## src/rtl/pulse_peak_extractor_if.sv

```systemverilog
// Event readout bundle between the peak extractor FIFO and its consumer.
// The producer drives the head record and valid; the consumer drives ready.
interface pulse_peak_extractor_if #(
    parameter int DATA_W = 16,
    parameter int TS_W   = 32,
    parameter int WW     = 8
);
    logic              out_valid;
    logic              out_ready;
    logic [DATA_W-1:0] out_peak;
    logic [TS_W-1:0]   out_ts;
    logic [WW-1:0]     out_width;
    logic              out_pileup;

    modport master (
        output out_valid, out_peak, out_ts, out_width, out_pileup,
        input  out_ready
    );

    modport slave (
        input  out_valid, out_peak, out_ts, out_width, out_pileup,
        output out_ready
    );
endinterface

```

## src/rtl/pulse_peak_extractor.sv

```systemverilog
// Threshold pulse detector: tracks per-pulse maximum, its timestamp and width,
// and queues one event record per pulse with hold-off and pile-up flagging.
module pulse_peak_extractor #(
    parameter int DATA_W     = 16,
    parameter int TS_W       = 32,
    parameter int MAX_WIDTH  = 255,
    parameter int HOLDOFF    = 16,
    parameter int FIFO_DEPTH = 4
) (
    input  logic                     clk,
    input  logic                     reset,
    input  logic signed [DATA_W-1:0] in_data,
    input  logic signed [DATA_W-1:0] threshold,
    pulse_peak_extractor_if.master   out,
    output logic [7:0]               drop_count
);
    localparam int WW = $clog2(MAX_WIDTH + 1);
    localparam int HW = (HOLDOFF > 1) ? $clog2(HOLDOFF) : 1;
    localparam int PW = $clog2(FIFO_DEPTH);
    localparam int CW = $clog2(FIFO_DEPTH + 1);
    localparam logic [HW-1:0] HLOAD = (HOLDOFF > 0) ? HW'(HOLDOFF - 1) : '0;
    localparam logic [WW-1:0] WMAX  = WW'(MAX_WIDTH);
    localparam logic [WW-1:0] WONE  = WW'(1);
    localparam logic [CW-1:0] CFULL = CW'(FIFO_DEPTH);

    typedef struct packed {
        logic [DATA_W-1:0] peak;
        logic [TS_W-1:0]   ts;
        logic [WW-1:0]     width;
        logic              pileup;
    } event_t;

    typedef enum logic [1:0] {IDLE, ABOVE, HOLD} state_t;

    state_t                   state_q, state_d;
    logic [TS_W-1:0]          ts_q;
    logic signed [DATA_W-1:0] peak_q, peak_d;
    logic [TS_W-1:0]          pts_q, pts_d;
    logic [WW-1:0]            width_q, width_d;
    logic                     pile_q, pile_d;
    logic [HW-1:0]            hcnt_q, hcnt_d;
    logic                     above;
    logic                     push;
    event_t                   push_ev;

    assign above = in_data > threshold;

    always_ff @(posedge clk) begin
        if (!reset) begin
            state_q <= IDLE;
            ts_q    <= '0;
            peak_q  <= '0;
            pts_q   <= '0;
            width_q <= '0;
            pile_q  <= 1'b0;
            hcnt_q  <= '0;
        end else begin
            state_q <= state_d;
            ts_q    <= ts_q + 1'b1;
            peak_q  <= peak_d;
            pts_q   <= pts_d;
            width_q <= width_d;
            pile_q  <= pile_d;
            hcnt_q  <= hcnt_d;
        end
    end

    always_comb begin
        state_d        = state_q;
        peak_d         = peak_q;
        pts_d          = pts_q;
        width_d        = width_q;
        pile_d         = pile_q;
        hcnt_d         = hcnt_q;
        push           = 1'b0;
        push_ev.peak   = peak_q;
        push_ev.ts     = pts_q;
        push_ev.width  = width_q;
        push_ev.pileup = pile_q;
        unique case (state_q)
            IDLE: begin
                if (above) begin
                    state_d = ABOVE;
                    peak_d  = in_data;
                    pts_d   = ts_q;
                    width_d = WONE;
                    pile_d  = (WONE == WMAX);
                end
            end
            ABOVE: begin
                if (above) begin
                    if (width_q != WMAX) width_d = width_q + 1'b1;
                    pile_d = (width_d == WMAX);
                    // strict compare keeps the earliest sample of a tied maximum
                    if (in_data > peak_q) begin
                        peak_d = in_data;
                        pts_d  = ts_q;
                    end
                end else begin
                    push = 1'b1;
                    if (HOLDOFF == 0) begin
                        state_d = IDLE;
                    end else begin
                        state_d = HOLD;
                        hcnt_d  = HLOAD;
                    end
                end
            end
            HOLD: begin
                if (hcnt_q == '0) state_d = IDLE;
                else hcnt_d = hcnt_q - 1'b1;
            end
            default: state_d = IDLE;
        endcase
    end

    event_t          mem [FIFO_DEPTH];
    event_t          head;
    logic [PW-1:0]   wptr, rptr;
    logic [CW-1:0]   cnt;
    logic            full, pop, wr;

    assign full = (cnt == CFULL);
    assign pop  = out.out_valid && out.out_ready;
    assign wr   = push && (!full || pop);

    always_ff @(posedge clk) begin
        if (wr) mem[wptr] <= push_ev;
    end

    always_ff @(posedge clk) begin
        if (!reset) begin
            wptr       <= '0;
            rptr       <= '0;
            cnt        <= '0;
            drop_count <= '0;
        end else begin
            if (wr) wptr <= wptr + 1'b1;
            if (pop) rptr <= rptr + 1'b1;
            case ({wr, pop})
                2'b10:   cnt <= cnt + 1'b1;
                2'b01:   cnt <= cnt - 1'b1;
                default: cnt <= cnt;
            endcase
            if (push && !wr && drop_count != 8'hFF)
                drop_count <= drop_count + 1'b1;
        end
    end

    assign head           = mem[rptr];
    assign out.out_valid  = (cnt != '0);
    assign out.out_peak   = out.out_valid ? head.peak   : '0;
    assign out.out_ts     = out.out_valid ? head.ts     : '0;
    assign out.out_width  = out.out_valid ? head.width  : '0;
    assign out.out_pileup = out.out_valid ? head.pileup : 1'b0;
endmodule
```

## src/flat_wrapper.sv

```systemverilog
// flat-port wrapper written by rule: the top's interface ports become plain ports
module pulse_peak_extractor_flat 
#(
    parameter int DATA_W     = 16,
    parameter int TS_W       = 32,
    parameter int MAX_WIDTH  = 255,
    parameter int HOLDOFF    = 16,
    parameter int FIFO_DEPTH = 4
)
  (clk, reset, in_data, threshold, drop_count, out_out_valid, out_out_peak, out_out_ts, out_out_width, out_out_pileup, out_out_ready);
  pulse_peak_extractor_if #(.DATA_W(DATA_W), .TS_W(TS_W)) out_i ();
  input  logic clk;
  input  logic reset;
  input  logic signed [DATA_W-1:0] in_data;
  input  logic signed [DATA_W-1:0] threshold;
  output logic [7:0] drop_count;
  output wire logic [$bits(out_i.out_valid)-1:0] out_out_valid;
  output wire logic [$bits(out_i.out_peak)-1:0] out_out_peak;
  output wire logic [$bits(out_i.out_ts)-1:0] out_out_ts;
  output wire logic [$bits(out_i.out_width)-1:0] out_out_width;
  output wire logic [$bits(out_i.out_pileup)-1:0] out_out_pileup;
  input wire logic [$bits(out_i.out_ready)-1:0] out_out_ready;
  assign out_out_valid = out_i.out_valid;
  assign out_out_peak = out_i.out_peak;
  assign out_out_ts = out_i.out_ts;
  assign out_out_width = out_i.out_width;
  assign out_out_pileup = out_i.out_pileup;
  assign out_i.out_ready = out_out_ready;
  pulse_peak_extractor #(.DATA_W(DATA_W), .TS_W(TS_W), .MAX_WIDTH(MAX_WIDTH), .HOLDOFF(HOLDOFF), .FIFO_DEPTH(FIFO_DEPTH)) u_core (.clk(clk), .reset(reset), .in_data(in_data), .threshold(threshold), .out(out_i), .drop_count(drop_count));
endmodule
```

## config.mk

```make
export PLATFORM = sky130hd
export DESIGN_NAME = pulse_peak_extractor_flat
export DESIGN_NICKNAME = d
export VERILOG_FILES = /design/src/rtl/pulse_peak_extractor_if.sv /design/src/rtl/pulse_peak_extractor.sv /design/src/flat_wrapper.sv
export SDC_FILE = /design/constraint.sdc
export NUM_CORES = 1
export LEC_CHECK = 0
export ABC_AREA = 1
export CORE_MARGIN = 4
export CORE_UTILIZATION = 59
export CTS_CLUSTER_SIZE = 10
export DETAILED_ROUTE_END_ITERATION = 10
export PLACE_DENSITY = 0.8
export SYNTH_ARGS = -nofsm -noshare
export SYNTH_HDL_FRONTEND = slang
export SYNTH_SLANG_ARGS = --single-unit
```

## constraint.sdc

```tcl
create_clock -name clk -period 7.2 [get_ports clk]
set_input_delay 1.44 -clock clk [delete_from_list [all_inputs] [get_ports clk]]
set_output_delay 1.44 -clock clk [all_outputs]
set_load 0.01 [all_outputs]
```

==> impl.org, run 1 <==
** GRT
- For this run, the total global-route usage over all layers was measured as 0.238.
- Final global-route overflow total :: 0
- Initial antenna violation count :: 0
- The via count of the first global-routing pass is 10900.
- Global-route wire length before repair :: ~55000 um
- Entering global routing, the biggest net connects 82 pins.

** Critical path
- Critical path data arrival time :: 3600 ps
- The worst register-to-register path has a setup slack of 4220 ps.
- For this run, the slowest stage of the critical path takes 920 ps.
- CP Cell Sequence :: inv_2, buf_4, o21ai_0, a21oi_1, clkdlybuf4s50_1
- CP endpoint kind :: output pin
- The critical path ends at out_out_ts[2].
- The worst register-to-register path has a depth of 7.
- Critical path's slowest cell :: inv_2
- Worst R2R Start :: u_core.state_q[1]
- Worst Setup Path Type :: reg2out
- Worst Setup Start Kind :: register
- For the worst setup path, the data required time is 5760 ps.
- In this run the critical register-to-register path is captured at u_core.mem[2][35].
- Along the worst path, the maximum fanout reaches 75.

** Floorplan
- The die covers between 0.02 and 0.03 mm^2.
- Die height :: 166 um
- The initial utilization of the core area, before any placement, comes to 0.604.
- Chip Width :: 166 um
- Cell Rows :: 57
- Pin placement for this block handled 101 I/O pins.
- The floorplan step defined a core boundary enclosing roughly 0.025 mm^2.

** Timing
- Portion of the clock cycle consumed by the worst path in the final layout :: 0.700
- Slew at the pin with the worst max-slew slack :: 1170 ps
- Highest Clock Rate :: slightly below 200 MHz
- Worst Slack Setup Final :: around 2200 ps
- Slew Limit Headroom :: 0.221
- Number of hold-slack violations in the final timing report :: 0
- After layout, the minimum clock period comes to 5040 ps.
- RSZ-0062 raised after global routing :: no
- Across the routed clock network, the largest skew measured is 13.5 ps.
- Summed negative setup slack over all endpoints :: 0 ps
- Setup violations remaining at the end of the flow were counted as 0.
- Pins Over Slew Limit :: 0

** Cells and area
- The final layout contains roughly 1700 nets.
- In the final layout, the share of cells above drive strength 1 is 0.0792.
- Signed area change from the synthesized netlist to the final layout :: 16.1%
- # diodes :: 0

** Logic synthesis
- In the synthesized netlist, the number of instances is 1526.
- Count of yosys warnings during synthesis :: 0
- Counting flops with a built-in enable in the synthesized netlist gives 228.
- The synthesized-area fraction occupied by ao, oa, aoi and oai cells came to 0.0944.
- Nets in the synthesized netlist :: 1605
- Async set-reset flop share out of synthesis :: 0
- Synthesized-area fraction occupied by and/or/nand/nor cells :: 0.195
- Post-synth cell types :: 36
- Combinational family with the most area after synthesis :: simple AND/OR/NAND/NOR gates
- Share of the synthesized netlist area taken by xor and xnor gates :: 0.00887
- Synthesized flop and latch total :: 340
- Syn Std Cell Area :: approximately 0.015 mm^2
- Average cell area after synthesis :: approximately 9.7 um^2
- For this run, the register share of the synthesized area comes to 0.613.
- The most used flip-flop cell after synthesis is edfxtp_1.
- Arithmetic-cell share of the synthesized area counting full adders, half adders and majority gates :: 0.0377
- Of the post-synthesis cell area, the part taken by muxes is 0.

** Drt
- Final antenna-violating net count :: 0
- After detailed routing, the number of vias per cell comes to 5.62.
- For this block, the routed nets add up to 33300 um of wire.
- Before antenna repair, the detailed router went through 5 iterations.
- DR DRC count :: 0
- Highest metal used :: met4
- The final route contains 11000 vias.
- Detailed route wirelength on metal3 :: roughly 2000 um
- The detailed router put a total of 14200 um of wire on met1.
- Dividing the detail-routed wire length by the instance count gives 16.9 um.
- Number of DRC markers after the initial detailed-route iteration :: 1056
- Detailed-routed wire length on met2 :: ~16000 um

** Pwr
- Worst IR Drop VDD :: 0.441 mV
- Leakage Power :: 6.41 nW
- Power density over the cells :: between 300 and 400 mW/mm^2
- Sw Share :: 0.340
- Internal power :: about 4.2 mW
- Total Power Consumption :: 6.44 mW
- Of the total power, combinational logic draws 0.310.
- For this design the total switching power over the nets is approximately 2.2 mW.
- The share of total power dissipated in the clock network is 0.277.
- Of the total power, registers draw 0.414.

** Clock tree
- Number of buffers inserted during clock tree synthesis :: 40
- Clk root buf :: clkbuf_16
- The clock passes through at most 3 buffers.
- TritonCTS clock tree :: built
- Clock-pin slew was measured on the worst setup and hold paths at 60 ps.
- Level count of the clock H-tree :: 2
- Clock Latency Late Sink :: 510 ps
- In this run, post-CTS repair resized a total of 0 instances.
- Sinks on the clock net :: 340
- Hold repair after CTS inserted 0 buffers.
- Post-CTS setup repair buffer count :: 0

** Place
- Final HPWL from detailed placement :: 20200 um
- At the end of routability-driven placement, the weighted congestion stood at 0.885.
- Pre-CTS worst setup slack :: 2110 ps
- Number of port buffers :: 100

** Hold path
- HP Class :: reg2reg

** Status
- Result of the run :: complete, no violations

** Job
- Max-cap violations in this run came to 0.
through the flow:
| step | util | instances | hold slack, ps | instance area (um^2) |
|---|---|---|---|---|
| after global placement | 0.655 | 1894 | 442 | 16100 |
| after detailed placement | 0.655 | 1894 | 458 | 16100 |
| after global routing | 0.701 | 1965 | 510 | 17200 |
| after floorplan | - | 1526 | 425 | 14800 |
| after CTS | 0.701 | 1965 | 472 | 17200 |
| final | 0.701 | 1965 | 472 | 17200 |
Yosys cell counts (6+ instances only):
| master | instances | area [um^2] |
|---|---|---|
| a21oi_1 | 116 | 581 |
| buf_1 | 6 | 22.5 |
| buf_2 | 9 | 45.0 |
| clkbuf_1 | 51 | 191 |
| dfxtp_1 | 112 | 2240 |
| edfxtp_1 | 228 | 6850 |
| ha_1 | 43 | 538 |
| inv_1 | 113 | 424 |
| nand2_1 | 163 | 612 |
| nand3_1 | 51 | 255 |
| nand3b_1 | 24 | 180 |
| nand4_1 | 14 | 87.6 |
| nor2_1 | 335 | 1260 |
| nor2_2 | 47 | 294 |
| nor3_1 | 18 | 90.1 |
| o21ai_0 | 147 | 736 |
| xor2_1 | 11 | 96.3 |
layout make-up:
type / count / area (um^2)
flip-flops and latches: 340 / 9090
fillers: 1791 / 7330
multi-input cells: 1000 / 5020
clock buffers: 69 / 1130
repair buffers: 114 / 1100
inverters: 116 / 435
well taps: 324 / 405
clock inverters: 2 / 13.8
per-layer routing:
metal / track usage / vias to the layer above
met5: 0 / -
met4: 0.0704 / 0
met3: 0.0341 / 65
met2: 0.407 / 376
met1: 0.319 / 5288
li1: - / 5314
kinds of logic after synthesis:
logic type / Yosys count
DFF: 340
adders and majority gates: 44
buffers and inverters: 186
AOI/OAI and AO/OA: 274
and+or+nand+nor: 667
xor gates and xnor gates: 15
sequential cells by signal (all words and copies together), names as in the netlist, named ones only:
name / flops
u_core.peak_q: 16
u_core.rptr: 2
u_core.mem: 228
u_core.width_q: 8
u_core.pile_q: 1
u_core.wptr: 2
u_core.pts_q: 32
u_core.ts_q: 32
u_core.cnt: 3
u_core.drop_count: 8
u_core.state_q: 2
u_core.hcnt_q: 4
critical path: cells and delay by family, from the launching register on:
family | cells | cell delay, ps
compound gates | 2 | 500
flops | 1 | 500
buf+inv | 3 | 2040
worst min-delay path by stage:
stage                               from             end  slack [ps]  cells past startpoint
after floorplan           u_core.ts_q[0]  u_core.ts_q[0]         430                      1
after global placement    u_core.rptr[1]        register         440                      2
after detailed placement  u_core.rptr[1]        register         460                      2
after CTS                 u_core.rptr[1]        register         470                      2
after global routing      u_core.rptr[1]        register         510                      2
final                     u_core.rptr[1]        register         470                      2
power groups by stage:
stage	Combinational (mW)	Sequential [mW]	Clock, mW
after floorplan	1.29	2.59	0
after global placement	1.94	2.68	0
after detailed placement	1.98	2.70	0
after CTS	2.00	2.66	1.80
after global routing	2.21	2.69	1.90
final	1.99	2.66	1.78
cells in the final DEF (no fill, tap or decap), types with 24 or more instances in the layout:
| master | count |
|---|---|
| a21oi_1 | 116 |
| clkbuf_1 | 28 |
| clkbuf_16 | 41 |
| clkdlybuf4s50_1 | 99 |
| dfxtp_1 | 110 |
| edfxtp_1 | 228 |
| ha_1 | 43 |
| inv_1 | 110 |
| nand2_1 | 163 |
| nand3_1 | 51 |
| nand3b_1 | 24 |
| nor2_1 | 331 |
| nor2_2 | 47 |
| o21ai_0 | 147 |
No activity file was read; power rests on OpenSTA's default activity.
==> run 2, diff against run 1 <==
==> constraint.sdc (replaced) <==
create_clock -name clk -period 5 [get_ports clk]
set_input_delay 1 -clock clk [delete_from_list [all_inputs] [get_ports clk]]
set_output_delay 1 -clock clk [all_outputs]
set_load 0.01 [all_outputs]
==> impl.org, run 2 (synthesis results as in run 1) <==
** Floorplan
- The height of the die came to 166 um (unchanged).
- The top-level port count was 101 (unchanged).
- Chip Width :: 166 um (unchanged)
- Floorplan die area :: 0.0277 mm^2 (unchanged)
- The floorplan core area was 0.0245 mm^2 (unchanged).
- The starting density of the core is 0.604 (unchanged).
- The cell row count came to 57 (unchanged).

** Cells and area
- Most flop-heavy register :: u_core.mem
- The area taken by multi-input logic gates was 0.00502 mm^2 (unchanged).
- The number of filler cells placed in the layout came to 1786 (-0.28%).
- The final-stage net count was 1690 (-0.059%).
- The number of antenna repair diodes came to 0 (unchanged).
- Register Area :: 0.00909 mm^2 (unchanged)
- Non-Filler Instances :: 1965 (unchanged)
- The final design area excluding fillers came to 0.0172 mm^2 (+0.26%).
- In the layout the commonest cells are nor2_1 (331), edfxtp_1 (228), nand2_1 (163), o21ai_0 (147), a21oi_1 (116).
- Most common cell after layout, fill and taps aside :: nor2_1
- Max reg flops :: 228 (unchanged)
- Fraction of final layout cells sized beyond drive strength 1 :: 0.0780 (-0.00122)
- The largest registers in the layout are u_core.mem: 228 flops, u_core.pts_q: 32 flops, u_core.ts_q: 32 flops.
- The area growth from synthesis to layout is 16.4%.

** Timing
- Slew Limit Headroom :: 0.278 (+0.0574)
- Final critical delay including setup and external delays :: 4350 ps
- Final worst clock skew :: 15.8 ps (+2.29 ps)
- The hold violation total from the final report is 0 (unchanged).
- Pins Over Slew Limit :: 0 (unchanged)
- The number of endpoints failing setup at the final stage is 0 (unchanged).
- Final-layout worst hold slack :: 472 ps (-0.459 ps)
- Portion of the clock cycle consumed by the worst path in the final layout :: 0.870
- Highest Clock Rate :: 230 MHz
- Slew at the pin with the worst max-slew slack :: 1080 ps (-85.6 ps)
- Setup repair after global routing left no endpoint under its margin.

** Drt
- The total routed wire length on the met1 layer was 13700 um (-3.8%).
- The DRC violations left came to 0 (unchanged).
- The routed wire length came to 32200 um (-3.2%).
- Iteration count of the initial detailed-routing pass :: 6 (+1)
- The iteration-0 DRC count of the detailed router was 815 (-23%).
- Final antenna-violating net count :: 0 (unchanged)
- Routed len/inst :: 16.4 um (-3.2%)
- DR vias :: 10900 (-1.1%)
- Routed vias/inst :: 5.56 (-1.1%)
- In this run the top signal layer used is met4.
- The met2 wire length was 16100 um (-1.2%).
- The sum of met3 wire segment lengths after detailed routing is 1860 um (-7.2%).

** Hold path
- HP Class :: reg2reg

** GRT
- The number of antenna violations at the first check in global routing came to 0 (unchanged).
- Final global-route overflow total :: 0 (unchanged)
- The wire length of the first global-routing pass was 51900 um (-4.9%).
- The global-route total usage across every layer is 0.226 (-0.0124).
- Via count of the first global-routing pass :: 10500 (-3.9%)
- The pin count of the biggest net entering global routing was 81 (-1.2%).

** Pwr
- The fraction of power consumed by the clock network was 0.274 (-0.003).
- Power density over the cells :: 536 mW/mm^2 (+43%)
- P_sw :: 3.11 mW (+42%)
- Leakage Power :: 6.41 nW (about the same)
- Internal power :: 6.14 mW (+44%)
- Worst IR Drop VDD :: 0.544 mV (+23%)
- The switching share of power came to 0.337 (-0.00340).
- The sequential share of power is 0.414 (about the same).
- Part of the power in combinational logic :: 0.312 (+0.002)

** Critical path
- Critical path data arrival time :: 3350 ps (-250 ps)
- STA classifies the critical path startpoint as a register.
- The top fanout value on the critical path is 67 (-11%).
- The worst setup path is of the reg2out kind.
- Required time of the critical path :: 4000 ps (-1760 ps)
- CP endpoint kind :: output pin

** Status
- The flow ran to the end, and the final reports show no timing, DRC or antenna violations.

** Clock tree
- TritonCTS clock tree :: built
- Sinks on the clock net :: 340 (unchanged)
- The later-pin clock latency in the skew report came to 510 ps (about the same).
- The number of instances resized during post-cts repair is 0 (unchanged).
- Post-CTS setup repair buffer count :: 0 (unchanged)
- The hold buffer count at cts came to 0 (unchanged).
- Clk root buf :: clkbuf_16
- Number of buffers inserted during clock tree synthesis :: 40 (unchanged)
- The total number of H-tree levels is 2 (unchanged).
- Worst-path clk slew :: 50 ps (about the same)
- The maximum clock insertion buffer count was 3 (unchanged).

** Job
- The max-capacitance violation count is 0 (unchanged).

** Place
- Number of port buffers :: 100 (unchanged)
- Post-Place Cells :: 1893 (-0.053%)
- Dpl cell area :: 0.0161 mm^2 (+0.26%)
- The HPWL after detailed placement came to 19600 um (-3.0%).
- Global placement routability congestion :: 0.842 (-4.8%)
[run 2: cell types whose count changed in the layout (fill, tap and decap cells not counted), sizes merged]
cell    before  now
clkinv       2    1
buf         15   14
clkbuf      69   71
[run 2: area by class of cell]
class / instances / share of cell area
Multi-Input combinational cell: 1000 / 0.291
Inverter: 116 / 0.0252
Timing Repair Buffer: 113 / 0.0663
Clock buffer: 71 / 0.0660
Tap cell: 324 / 0.0235
Clock inverter: 1 / 0.000508
Sequential cell: 340 / 0.527
[run 2: stage by stage]
| stage | util | TNS [ps] | worst slack, ps | total power, mW |
|---|---|---|---|---|
| after floorplan | - | -9000 | -39.5 | 5.59 |
| after global placement | 0.656 | 0 | 936 | 6.65 |
| after detailed placement | 0.656 | 0 | 881 | 6.75 |
| after CTS | 0.703 | 0 | 611 | 9.29 |
| after global routing | 0.703 | 0 | 498 | 9.76 |
| final | 0.703 | 0 | 650 | 9.25 |
[run 2: per-layer routing]
metal / track usage / up-vias
met2: 0.385 / 369
met1: 0.305 / 5187
li1: - / 5311
met5: 0 / -
met4: 0.0626 / 0
met3: 0.0334 / 54
[run 2: final timing paths]
path / start / endpoint / slack, ps / cells past startpoint
setup / recovery: register / out_out_peak[14] / 650 / 6
hold / removal: u_core.ts_q[0] / u_core.ts_q[0] / 470 / 1
setup reg to reg: u_core.peak_q[5] / u_core.peak_q[10] / 1810 / 14
hold reg to reg: u_core.ts_q[0] / u_core.ts_q[0] / 470 / 1
[run 2: worst max-delay path, stage by stage (launching register included)]
cell and delay (ps):
dfxtp_4 710, buf_4 690, nor2_1 110, nor2_1 140
o21ai_0 120, a21oi_1 420, clkdlybuf4s50_1 630
[run 2: power groups by stage]
stage	logic, mW	clock network [mW]	registers [mW]
6_report	2.88	2.54	3.83
5_1_grt	3.19	2.70	3.87
4_1_cts	2.90	2.57	3.82
3_5_place_dp	2.87	0	3.88
3_3_place_gp	2.79	0	3.85
2_1_floorplan	1.86	0	3.73
